<file path="src/rtl/seven_seg_pkg.sv">
// seven_seg_pkg
//   Shared types and constants for the seven-segment scanner.
//   SEG_W      : number of segment lines (a..g).
//   seg_t      : segment vector {a,b,c,d,e,f,g}, a in the MSB.
//   SEG_TABLE  : active-high segment pattern for hex digits 0..F.
//   hex_to_seg : nibble -> segment pattern lookup.
package seven_seg_pkg;

  localparam int SEG_W = 7;

  typedef logic [SEG_W-1:0] seg_t;

  localparam seg_t SEG_TABLE [16] = '{
    7'b1111110, 7'b0110000, 7'b1101101, 7'b1111001,
    7'b0110011, 7'b1011011, 7'b1011111, 7'b1110000,
    7'b1111111, 7'b1111011, 7'b1110111, 7'b0011111,
    7'b1001110, 7'b0111101, 7'b1001111, 7'b1000111
  };

  function automatic seg_t hex_to_seg(input logic [3:0] nibble);
    return SEG_TABLE[nibble];
  endfunction

endpackage

</file>
<file path="src/rtl/seven_seg_prescaler.sv">
// seven_seg_prescaler
//   Slot timer for the display scanner. Counts 0..REFRESH_DIV-1 and wraps.
//   Ports:
//     clk        : system clock, rising edge.
//     rst        : synchronous active-high reset (count -> 0).
//     slot_tick  : high while the count is at its terminal value; the
//                  digit index advances on the edge that ends this cycle.
//     slot_start : high while the count is 0 (first clock of a slot).
module seven_seg_prescaler #(
  parameter int REFRESH_DIV = 1000
) (
  input  logic clk,
  input  logic rst,
  output logic slot_tick,
  output logic slot_start
);

  localparam int CNT_W = $clog2(REFRESH_DIV);
  localparam logic [CNT_W-1:0] LAST = CNT_W'(REFRESH_DIV - 1);

  logic [CNT_W-1:0] count_q;

  always_ff @(posedge clk) begin
    if (rst) begin
      count_q <= '0;
    end else if (count_q == LAST) begin
      count_q <= '0;
    end else begin
      count_q <= count_q + 1'b1;
    end
  end

  assign slot_tick  = (count_q == LAST);
  assign slot_start = (count_q == '0);

endmodule

</file>
<file path="src/rtl/seven_segment_scanner.sv">
// seven_segment_scanner
//   Time-multiplexed driver for a multi-digit seven-segment display.
//   A shadow copy of value/dots is captured on load; one digit is shown
//   per slot of REFRESH_DIV clocks, with digit_en held off for the first
//   clock of every slot to avoid ghosting between digits.
//   Ports:
//     clk, rst  : clock and synchronous active-high reset.
//     value     : packed hex digits, nibble i -> digit i (digit 0 rightmost).
//     dots      : decimal-point request per digit.
//     load      : capture strobe for value and dots.
//     blank     : forces the display dark while scanning continues.
//     seg       : segments {a..g}, a in the MSB.
//     dot       : decimal point of the active digit.
//     digit_en  : one-hot enable of the active digit.
//   Pins are inverted when ACTIVE_LOW=1; internal logic is active-high.
//   Optional macro SEVEN_SEG_LZB_EN enables leading-zero blanking.
//
//   Valid/ready: there is no handshake; load is a single-cycle strobe that
//   is always accepted on the edge where it is high.
module seven_segment_scanner
  import seven_seg_pkg::*;
#(
  parameter int NUM_DIGITS  = 4,
  parameter int REFRESH_DIV = 1000,
  parameter bit ACTIVE_LOW  = 1'b0
) (
  input  logic                    clk,
  input  logic                    rst,
  input  logic [4*NUM_DIGITS-1:0] value,
  input  logic [NUM_DIGITS-1:0]   dots,
  input  logic                    load,
  input  logic                    blank,
  output logic [SEG_W-1:0]        seg,
  output logic                    dot,
  output logic [NUM_DIGITS-1:0]   digit_en
);

  localparam int IDX_W = (NUM_DIGITS > 1) ? $clog2(NUM_DIGITS) : 1;
  localparam logic [IDX_W-1:0] LAST_IDX = IDX_W'(NUM_DIGITS - 1);

  logic                       slot_tick;
  logic                       slot_start;
  logic [IDX_W-1:0]           idx_q;
  logic [NUM_DIGITS-1:0][3:0] shadow_value_q;
  logic [NUM_DIGITS-1:0]      shadow_dots_q;

  seg_t                       seg_d, seg_q;
  logic                       dot_d, dot_q;
  logic [NUM_DIGITS-1:0]      en_d, en_q;
  logic                       digit_dark;

  seven_seg_prescaler #(
    .REFRESH_DIV (REFRESH_DIV)
  ) u_prescaler (
    .clk        (clk),
    .rst        (rst),
    .slot_tick  (slot_tick),
    .slot_start (slot_start)
  );

  always_ff @(posedge clk) begin
    if (rst) begin
      shadow_value_q <= '0;
      shadow_dots_q  <= '0;
    end else if (load) begin
      shadow_value_q <= value;
      shadow_dots_q  <= dots;
    end
  end

  always_ff @(posedge clk) begin
    if (rst) begin
      idx_q <= '0;
    end else if (slot_tick) begin
      idx_q <= (idx_q == LAST_IDX) ? '0 : idx_q + 1'b1;
    end
  end

`ifdef SEVEN_SEG_LZB_EN
  // lz_blank[i] is set when digit i and every more significant digit are
  // zero; digit 0 is always displayed.
  logic [NUM_DIGITS-1:0] lz_blank;
  logic                  tail_zero;

  always_comb begin
    lz_blank  = '0;
    tail_zero = 1'b1;
    for (int i = NUM_DIGITS - 1; i >= 1; i--) begin
      tail_zero   = tail_zero & (shadow_value_q[i] == 4'h0);
      lz_blank[i] = tail_zero;
    end
  end

  assign digit_dark = lz_blank[idx_q];
`else
  assign digit_dark = 1'b0;
`endif

  // Next output state is computed from the pre-edge index and shadow, so a
  // load or slot advance reaches the pins one clock later.
  always_comb begin
    seg_d = hex_to_seg(shadow_value_q[idx_q]);
    dot_d = shadow_dots_q[idx_q];
    en_d  = NUM_DIGITS'(1) << idx_q;
    if (digit_dark) begin
      seg_d = '0;
    end
    if (slot_start) begin
      en_d = '0;
    end
    if (blank) begin
      seg_d = '0;
      dot_d = 1'b0;
      en_d  = '0;
    end
  end

  always_ff @(posedge clk) begin
    if (rst) begin
      seg_q <= '0;
      dot_q <= 1'b0;
      en_q  <= '0;
    end else begin
      seg_q <= seg_d;
      dot_q <= dot_d;
      en_q  <= en_d;
    end
  end

  assign seg      = seg_q ^ {SEG_W{ACTIVE_LOW}};
  assign dot      = dot_q ^ ACTIVE_LOW;
  assign digit_en = en_q ^ {NUM_DIGITS{ACTIVE_LOW}};

endmodule

</file>
<file path="config.mk">
export PLATFORM = sky130hd
export DESIGN_NAME = seven_segment_scanner
export DESIGN_NICKNAME = d
export VERILOG_FILES = /design/src/rtl/seven_seg_pkg.sv /design/src/rtl/seven_seg_prescaler.sv /design/src/rtl/seven_segment_scanner.sv
export SDC_FILE = /design/constraint.sdc
export NUM_CORES = 1
export LEC_CHECK = 0
export ABC_AREA = 1
export BUFFER_PORTS_ARGS = -buffer_cell sky130_fd_sc_hd__buf_2
export CAP_MARGIN = 10
export CORE_ASPECT_RATIO = 2
export CORE_UTILIZATION = 40
export DETAILED_ROUTE_END_ITERATION = 6
export PLACE_DENSITY = 0.66
export SKIP_LAST_GASP = 1
export SYNTH_ARGS = -nofsm -noshare
export SYNTH_HDL_FRONTEND = slang
export SYNTH_SLANG_ARGS = --single-unit
</file>
<file path="constraint.sdc">
create_clock -name clk -period 2.8 [get_ports clk]
set_input_delay 0.56 -clock clk [delete_from_list [all_inputs] [get_ports clk]]
set_output_delay 0.56 -clock clk [all_outputs]
set_load 0.005 [all_outputs]
</file>
==> qor.txt, run 1 <==
Status -> finished clean
Worst relative slew slack -> 0.5872
Final std cells w/o fill -> 363
Layout cell share with drive strength beyond 1 -> 0.2157
P_sw -> 0.3083 mW
PortBufs -> 35
Cell area after layout -> 2338 µm²
RSZ-0062 raised after global routing -> no
Synth Flop Type -> dfxtp_1
HP Class -> reg2reg
Post_cts resized -> 0
PD cells -> 520.9 nW/µm²
Max-slew violation count -> 0
Via count -> 1837
CTS tree -> built
Fmax -> 483.0 MHz
TritonCTS buffer count -> 5
Clk sinks -> 44
Root Driver -> clkbuf_8
Static leakage -> 1.090 nW
Async set-or-reset flop fraction in the synthesized netlist -> 0
First-pass GRT wire length -> 7.521 mm
#FFs+latches synth -> 44
Total track usage -> 0.1865
Crit path max fanout -> 17
Tmin final -> 2070 ps
Vias in the first global route -> 1730
Crit. End Element -> flop
Die Ht -> 103.4 µm
H-Tree Depth -> 2
Largest net degree at the start of global routing -> 25
Library cells used by synthesis -> 29
Hold_buf cts -> 0
Row cnt -> 36
DR WL met3 -> 133 µm
# setup viols final -> 0
Starting Density -> 0.4185
Post-DP Area -> 2246 µm²
Clock Latency Late Sink -> 290 ps
Detail Route Antenna Nets -> 0
GPL Wtd Cong -> 0.8903
Clock transition at path regs -> 80 ps
Net Count, Synth -> 305
Mapped Area -> 2054 µm²
EDFF count, synth -> 0
Comb power frac -> 0.114
Clock power share -> 0.335
Met2 Wirelength -> 2.492 mm
Antenna violations before repair -> 0
CORE AREA -> 4910 µm²
Crit share post-route -> 0.7394
Switching share of power -> 0.2531
Maxcap violations -> 0
Final-report hold violation count -> 0
Die Area -> 5444 µm²
Grt total ovfl -> 0
Wire length per cell -> 12.18 µm
CP Data Arrival Time -> 2260 ps
Routed vias/inst -> 5.061
Internal -> 0.9099 mW
Post-route setup TNS -> 0 ps
Routed met1 length -> 1.670 mm
Gate Count Post-Synth -> 271
Detail Placement HPWL -> 3.413 mm
Total Power -> 1.218 mW
Worst Skew -> 4.550 ps
DR DRC count -> 0
Total wire length -> 4.423 mm
Total iterations of the first detailed-routing run -> 4
Synth warn -> 0
Part of the Yosys area used for sequential elements -> 0.4287
Worst-case clock buffer depth -> 2
I/O pin total -> 36
Critical path class -> reg2reg
Syn_area_per_cell -> 7.581 µm²
Worst-margin pin slew -> 618.6 ps
Die Span X -> 52.68 µm
Area grow syn2layout -> 13.82%
Final Core Density -> 0.4763
Placed Cells -> 355
Element type at the critical path start -> flop
Post-layout net count -> 339
VDD IR max -> 343.8 µV
DR top layer -> met4
Iter 0 DRT Violations -> 18
Setup bufs post-CTS -> 0
CP required -> 2990 ps
N_diodes -> 0
Sequential group share of total power -> 0.551
-- critical path, cell delays in order (launching register included) --
cell and delay (ps):
dfxtp_1 670, inv_4 150, nand2_1 90, nand3_1 60, nand2_1 190, inv_1 130, ha_1 310, nand3_1 90
nand2_1 80, nor2_1 130, nor2_2 50
-- Yosys cell counts (4+ instances only) --
cell type  count  area share
dfxtp_1       44        0.43
clkbuf_1       5      0.0091
ha_1          10       0.061
nand3_1       20       0.049
nand2_1       41       0.075
nor3_1         5       0.012
inv_2          5      0.0091
nor2_1        47       0.086
a21oi_1       20       0.049
inv_1         22       0.040
nand3_2        4       0.019
o21ai_0       24       0.058
nand2_2        4       0.012
-- area by class of cell --
cell class,count,area (µm²)
well taps,57,71.32
clock buffers,6,82.58
flip-flops and latches,44,880.8
clock inverters,2,10.01
fillers,518,2571
repair buffers,36,182.7
multi-input cells,190,1003
inverters,28,107.6
-- state kept, by name, indices dropped and copies added (netlist names) --
name / cells
digit_en: 4
dot: 1
idx_q: 2
seg: 7
shadow_dots_q: 4
shadow_value_q: 16
u_prescaler.count_q: 10
-- routing by layer --
layer / GRT usage / vias up
li1: - / 941
met1: 0.1776 / 849
met2: 0.3671 / 36
met3: 0.03070 / 11
met4: 0.08300 / 0
met5: 0 / -
-- path summary, 6_finish.rpt --
path | startpoint | depth (start not counted) | to | slack, ps
setup / recovery | idx_q[0] | 10 | seg[3] | 730
hold / removal | u_prescaler.count_q[0] | 1 | u_prescaler.count_q[0] | 470
setup reg to reg | idx_q[0] | 10 | seg[3] | 730
hold reg to reg | u_prescaler.count_q[0] | 1 | u_prescaler.count_q[0] | 470
-- power groups by stage --
stage	Combinational, mW	Clock [mW]	Sequential (mW)
2_1_floorplan	0.0907	0	0.684
3_3_place_gp	0.136	0	0.686
3_5_place_dp	0.139	0	0.686
4_1_cts	0.140	0.419	0.672
5_1_grt	0.159	0.445	0.676
6_report	0.139	0.408	0.671
-- through the flow --
step	worst slack, ps	hold WS [ps]
5_1_grt	527.7	485.4
2_1_floorplan	1175	428.8
3_5_place_dp	793.4	458.2
6_report	729.6	470.5
4_1_cts	762.2	477.8
3_3_place_gp	874.1	452.3
-- cell usage in the layout (no fill, tap or decap), drive strengths merged --
| cell | synthesis | routed |
|---|---|---|
| dfxtp | 44 | 44 |
| o21ai | 24 | 24 |
| clkinv | 0 | 2 |
| nor2 | 48 | 48 |
| ha | 10 | 10 |
| or2 | 1 | 1 |
| nand2 | 47 | 47 |
| nand4 | 3 | 3 |
| nand3 | 25 | 25 |
| o211ai | 1 | 1 |
| nor3 | 7 | 7 |
| nor4 | 1 | 1 |
| a21oi | 20 | 20 |
| clkbuf | 5 | 6 |
| nand3b | 3 | 3 |
| buf | 4 | 36 |
| inv | 28 | 28 |
-- cells by family after synthesis --
group,count (synthesis),share of synthesized area
AOI/OAI and AO/OA,45,0.1108
buffers and inverters,37,0.08283
adders and majority gates,10,0.06090
DFF,44,0.4287
and+or+nand+nor,135,0.3167
No activity file was read; power rests on OpenSTA's default activity.
==> inputs of run 2 (changes only) <==
- PLACE_DENSITY: 0.66 -> 0.69
- clock period: 2.8 -> 1.9 ns (I/O delays scaled with it)
==> run 2 against run 1 <==
Sequential share of layout area fell by 0.29 points; die area stayed put; largest cell class unchanged; first-iteration DRC count is 100% higher; critical endpoint is now seg[0].
==> qor.txt, run 2 (same netlist as run 1, synthesis figures left out) <==
Status -> finished clean
Layout cell share with drive strength beyond 1 -> 0.2201
First-pass GRT wire length -> 7.672 mm
Worst relative slew slack -> 0.6438
Starting Density -> 0.4185
Total track usage -> 0.1904
Via count -> 1815
GPL Wtd Cong -> 0.9004
N_diodes -> 0
Reg-to-Reg Start -> idx_q[1]
Post-layout net count -> 342
Most used cell, CP -> nand2_1
Max reg flops -> 16
Largest net degree at the start of global routing -> 17
Worst Skew -> 7.344 ps
Total wire length -> 4.294 mm
Hold Path Depth -> 3
Most frequent cells in the layout -> 47 x nor2_1, 43 x dfxtp_1, 41 x nand2_1, 35 x buf_2, 24 x o21ai_0
PortBufs -> 35
Detail Placement HPWL -> 3.337 mm
P_sw -> 0.4364 mW
DR DRC count -> 0
VDD IR max -> 696.5 µV
Row cnt -> 36
Wire length per cell -> 11.73 µm
Element type at the critical path start -> flop
Number of fill cells in the layout -> 495
Critical path class -> reg2reg
Clk sinks -> 44
Die Span X -> 52.68 µm
Comb power frac -> 0.115
Routed vias/inst -> 4.959
Slowest stage delay, CP -> 470 ps
Clock power share -> 0.331
TritonCTS buffer count -> 5
Post-route setup TNS -> 0 ps
Top reg by flops -> shadow_value_q
Setup bufs post-CTS -> 0
Worst-margin pin slew -> 532.3 ps
Clock Latency Late Sink -> 290 ps
CP Data Arrival Time -> 1850 ps
Crit share post-route -> 0.8774
Hold_buf cts -> 0
H-Tree Depth -> 2
Final-report hold violation count -> 0
CP Cell Sequence -> inv_2 > nand3_1 > nand2_1 > inv_1 > ha_1 > nand3b_2 > nand2_1 > a21oi_1 > nor2_1
Tmin final -> 1667 ps
Antenna violations before repair -> 0
Total Power -> 1.785 mW
Vias in the first global route -> 1774
Clock transition at path regs -> 70 ps
Die Area -> 5444 µm²
Grt total ovfl -> 0
Fmax -> 599.9 MHz
Crit. End Element -> flop
Slowest stage cell, crit path -> dfxtp_1
Cells on worst reg2reg path -> 9
Sequential group share of total power -> 0.554
I/O pin total -> 36
Iter 0 DRT Violations -> 36
Crit path max fanout -> 6
R2R Setup Slk -> 230 ps
Maxcap violations -> 0
CP required -> 2080 ps
PD cells -> 756.5 nW/µm²
# setup viols final -> 0
Worst-case clock buffer depth -> 2
RSZ-0062 raised after global routing -> no
Internal -> 1.349 mW
Worst r2r dst -> seg[0]
Max-slew violation count -> 0
Root Driver -> clkbuf_8
Die Ht -> 103.4 µm
Setup crit start -> idx_q[1]
CORE AREA -> 4910 µm²
HP Class -> in2reg
CTS tree -> built
Detail Route Antenna Nets -> 0
Area grow syn2layout -> 14.86%
Most common cell after layout, fill and taps aside -> nor2_1
Total iterations of the first detailed-routing run -> 4
Setup crit end -> seg[0]
Switching share of power -> 0.2445
Static leakage -> 1.101 nW
[run 2: changes by cell type in the layout (fill, tap and decap cells not counted), sizes merged]
cell / delta
clkinv: -2
clkbuf: +2
buf: +3
[run 2: worst min-delay path by stage]
| stage | from | endpoint |
|---|---|---|
| 6_report | value[7] | shadow_value_q[7] |
| 5_1_grt | value[7] | shadow_value_q[7] |
| 4_1_cts | value[7] | shadow_value_q[7] |
| 3_5_place_dp | u_prescaler.count_q[0] | u_prescaler.count_q[0] |
| 3_3_place_gp | u_prescaler.count_q[0] | u_prescaler.count_q[0] |
| 2_1_floorplan | shadow_dots_q[3] | shadow_dots_q[3] |
[run 2: per-stage QoR]
step / hold slack, ps / worst slack, ps / cell area, µm² / utilization / std cells
global placement: 448.6 / 210.1 / 2268 / 0.4620 / 358
detailed placement: 456.2 / 140.9 / 2268 / 0.4620 / 358
floorplan: 428.8 / 275.2 / 2054 / - / 271
CTS: 302.7 / 127.0 / 2359 / 0.4804 / 366
finish: 306.6 / 232.9 / 2360 / 0.4806 / 366
global route: 304.5 / 31.30 / 2360 / 0.4806 / 366
[run 2: layer usage]
layer / global-route usage / up-vias / wire [µm]
li1: - / 951 / -
met1: 0.1942 / 793 / 1642
met2: 0.3389 / 56 / 2245
met3: 0.03655 / 15 / 194
met4: 0.1235 / 0 / 212
met5: 0 / - / 0
[run 2: critical path: cells and delay by family, from the launching register on]
family                   cells  cell delay [ps]
adder cells (fa/ha/maj)      1              180
buffers and inverters        2              290
flip-flops                   1              470
AND/OR/NAND/NOR              5              510
AO/OA/AOI/OAI                1              120
[run 2: power by group through the flow]
| stage | logic (mW) | registers, mW | clock network, mW |
|---|---|---|---|
| 6_report | 0.205 | 0.989 | 0.591 |
| 5_1_grt | 0.243 | 0.994 | 0.647 |
| 4_1_cts | 0.206 | 0.989 | 0.607 |
| 3_5_place_dp | 0.205 | 1.01 | 0 |
| 3_3_place_gp | 0.201 | 1.01 | 0 |
| 2_1_floorplan | 0.134 | 1.01 | 0 |
[run 2: cell type report]
type	instances	area (µm²)	share of cell area
Clock buffer	8	90.09	0.03818
Inverter	28	107.6	0.04560
Timing Repair Buffer	39	205.2	0.08696
Sequential cell	44	882.1	0.3738
Tap cell	57	71.32	0.03022
Multi-Input combinational cell	190	1003	0.4252
[run 2: timing repair]
item | in CTS | in global routing
setup endpoints to repair | 0 | 4
hold endpoints to repair | 0 | 0
gates resized for setup | 0 | 1
==> inputs of run 3 (changes only) <==
- RECOVER_POWER: unset -> 100
==> run 3 against run 2 <==
Die area unchanged; sequential power hardly changed; critical path depth increased by 1; combinational power is essentially flat; critical path type unchanged; critical endpoint is now seg[3].
==> qor.txt, run 3 (same netlist as run 1, synthesis figures left out) <==
H-Tree Depth -> 2
Via count -> 1813
# setup viols final -> 0
Antenna violations before repair -> 0
Clock transition at path regs -> 70 ps
VDD IR max -> 696.6 µV
Largest net degree at the start of global routing -> 17
DR DRC count -> 0
CTS tree -> built
Element type at the critical path start -> flop
Top reg by flops -> shadow_value_q
Post-route setup TNS -> 0 ps
TritonCTS buffer count -> 5
HP Class -> in2reg
PD cells -> 763.5 nW/µm²
Detail Placement HPWL -> 3.337 mm
Worst relative slew slack -> 0.6265
Vias in the first global route -> 1774
Number of fill cells in the layout -> 503
Max-slew violation count -> 0
Max reg flops -> 16
GPL Wtd Cong -> 0.9004
Crit. End Element -> flop
Final-report hold violation count -> 0
RSZ-0062 raised after global routing -> no
Total track usage -> 0.1904
First-pass GRT wire length -> 7.672 mm
Layout cell share with drive strength beyond 1 -> 0.1812
Iter 0 DRT Violations -> 44
N_diodes -> 0
Critical path class -> reg2reg
Worst-margin pin slew -> 560.2 ps
CORE AREA -> 4910 µm²
Most common cell after layout, fill and taps aside -> nor2_1
Clock Latency Late Sink -> 290 ps
Post-layout net count -> 342
Most frequent cells in the layout -> 47 x nor2_1, 43 x dfxtp_1, 42 x nand2_1, 28 x buf_2, 24 x o21ai_0
Worst Skew -> 8.212 ps
Crit share post-route -> 0.8708
Root Driver -> clkbuf_8
Tmin final -> 1655 ps
Maxcap violations -> 0
Die Span X -> 52.68 µm
Cell area after layout -> 2333 µm²
Row cnt -> 36
Hold_buf cts -> 0
Die Ht -> 103.4 µm
Area grow syn2layout -> 13.58%
Wire length per cell -> 11.75 µm
Status -> finished clean
Die Area -> 5444 µm²
Crit path max fanout -> 11
Starting Density -> 0.4185
I/O pin total -> 36
Total iterations of the first detailed-routing run -> 4
Static leakage -> 1.060 nW
Worst-case clock buffer depth -> 2
Area of the multi-input gates -> 989.7 µm²
Storage cell area -> 882.1 µm²
PortBufs -> 35
CP Data Arrival Time -> 1840 ps
Total wire length -> 4.302 mm
Detail Route Antenna Nets -> 0
Fmax -> 604.4 MHz
Clk sinks -> 44
CP required -> 2090 ps
Post-DP Area -> 2268 µm²
Routed vias/inst -> 4.954
Grt total ovfl -> 0
[run 3: routing by layer]
layer  part of all wire  global-route usage  vias up  routed length (µm)
met3              0.037             0.03655       15                 160
li1                   -                   -      949                   -
met4              0.049              0.1235        0                 212
met5                  0                   0        -                   0
met1               0.39              0.1942      799                1674
met2               0.52              0.3389       50                2254
[run 3: path summary, 6_finish.rpt]
path	start	endpoint	slack, ps	depth (start not counted)
worst max-delay path	idx_q[0]	seg[3]	250	10
worst min-delay path	dots[2]	shadow_dots_q[2]	310	3
worst max register to register	idx_q[0]	seg[3]	250	10
worst min register to register	u_prescaler.count_q[0]	u_prescaler.count_q[0]	470	1
[run 3: area by class of cell]
cell class | instances | share of cell area
Sequential cell | 44 | 0.3780
Multi-Input combinational cell | 190 | 0.4241
Timing Repair Buffer | 39 | 0.08257
Tap cell | 57 | 0.03056
Clock buffer | 8 | 0.03861
Inverter | 28 | 0.04611
[run 3: timing repair]
action	CTS	global route
endpoints found under the setup margin	0	4
buffers inserted	0	0
resized for setup	0	1
[run 3: metrics by stage]
stage | worst slack, ps | util | hold slack, ps | std cells | total power, mW
final | 245.4 | 0.4753 | 309.9 | 366 | 1.782
after global routing | 31.30 | 0.4753 | 304.5 | 366 | 1.881
after CTS | 127.0 | 0.4804 | 302.7 | 366 | 1.802
after detailed placement | 140.9 | 0.4620 | 456.2 | 358 | 1.216
after global placement | 210.1 | 0.4620 | 448.6 | 358 | 1.211
after floorplan | 275.2 | - | 428.8 | 271 | 1.141
[run 3: power breakdown]
part	internal, mW	switching [mW]
clock network	0.297	0.294
logic	0.0805	0.121
registers	0.968	0.0209
total	1.35	0.436
[run 3: worst max-delay path: stages (launching register included)]
cell and delay (ps):
dfxtp_2 420, inv_4 100, nand2_1 70, nand3_1 60
nand2_1 160, inv_1 120, ha_1 310, nand3_1 80
nand2_1 70, nor2_1 120, nor2_2 50
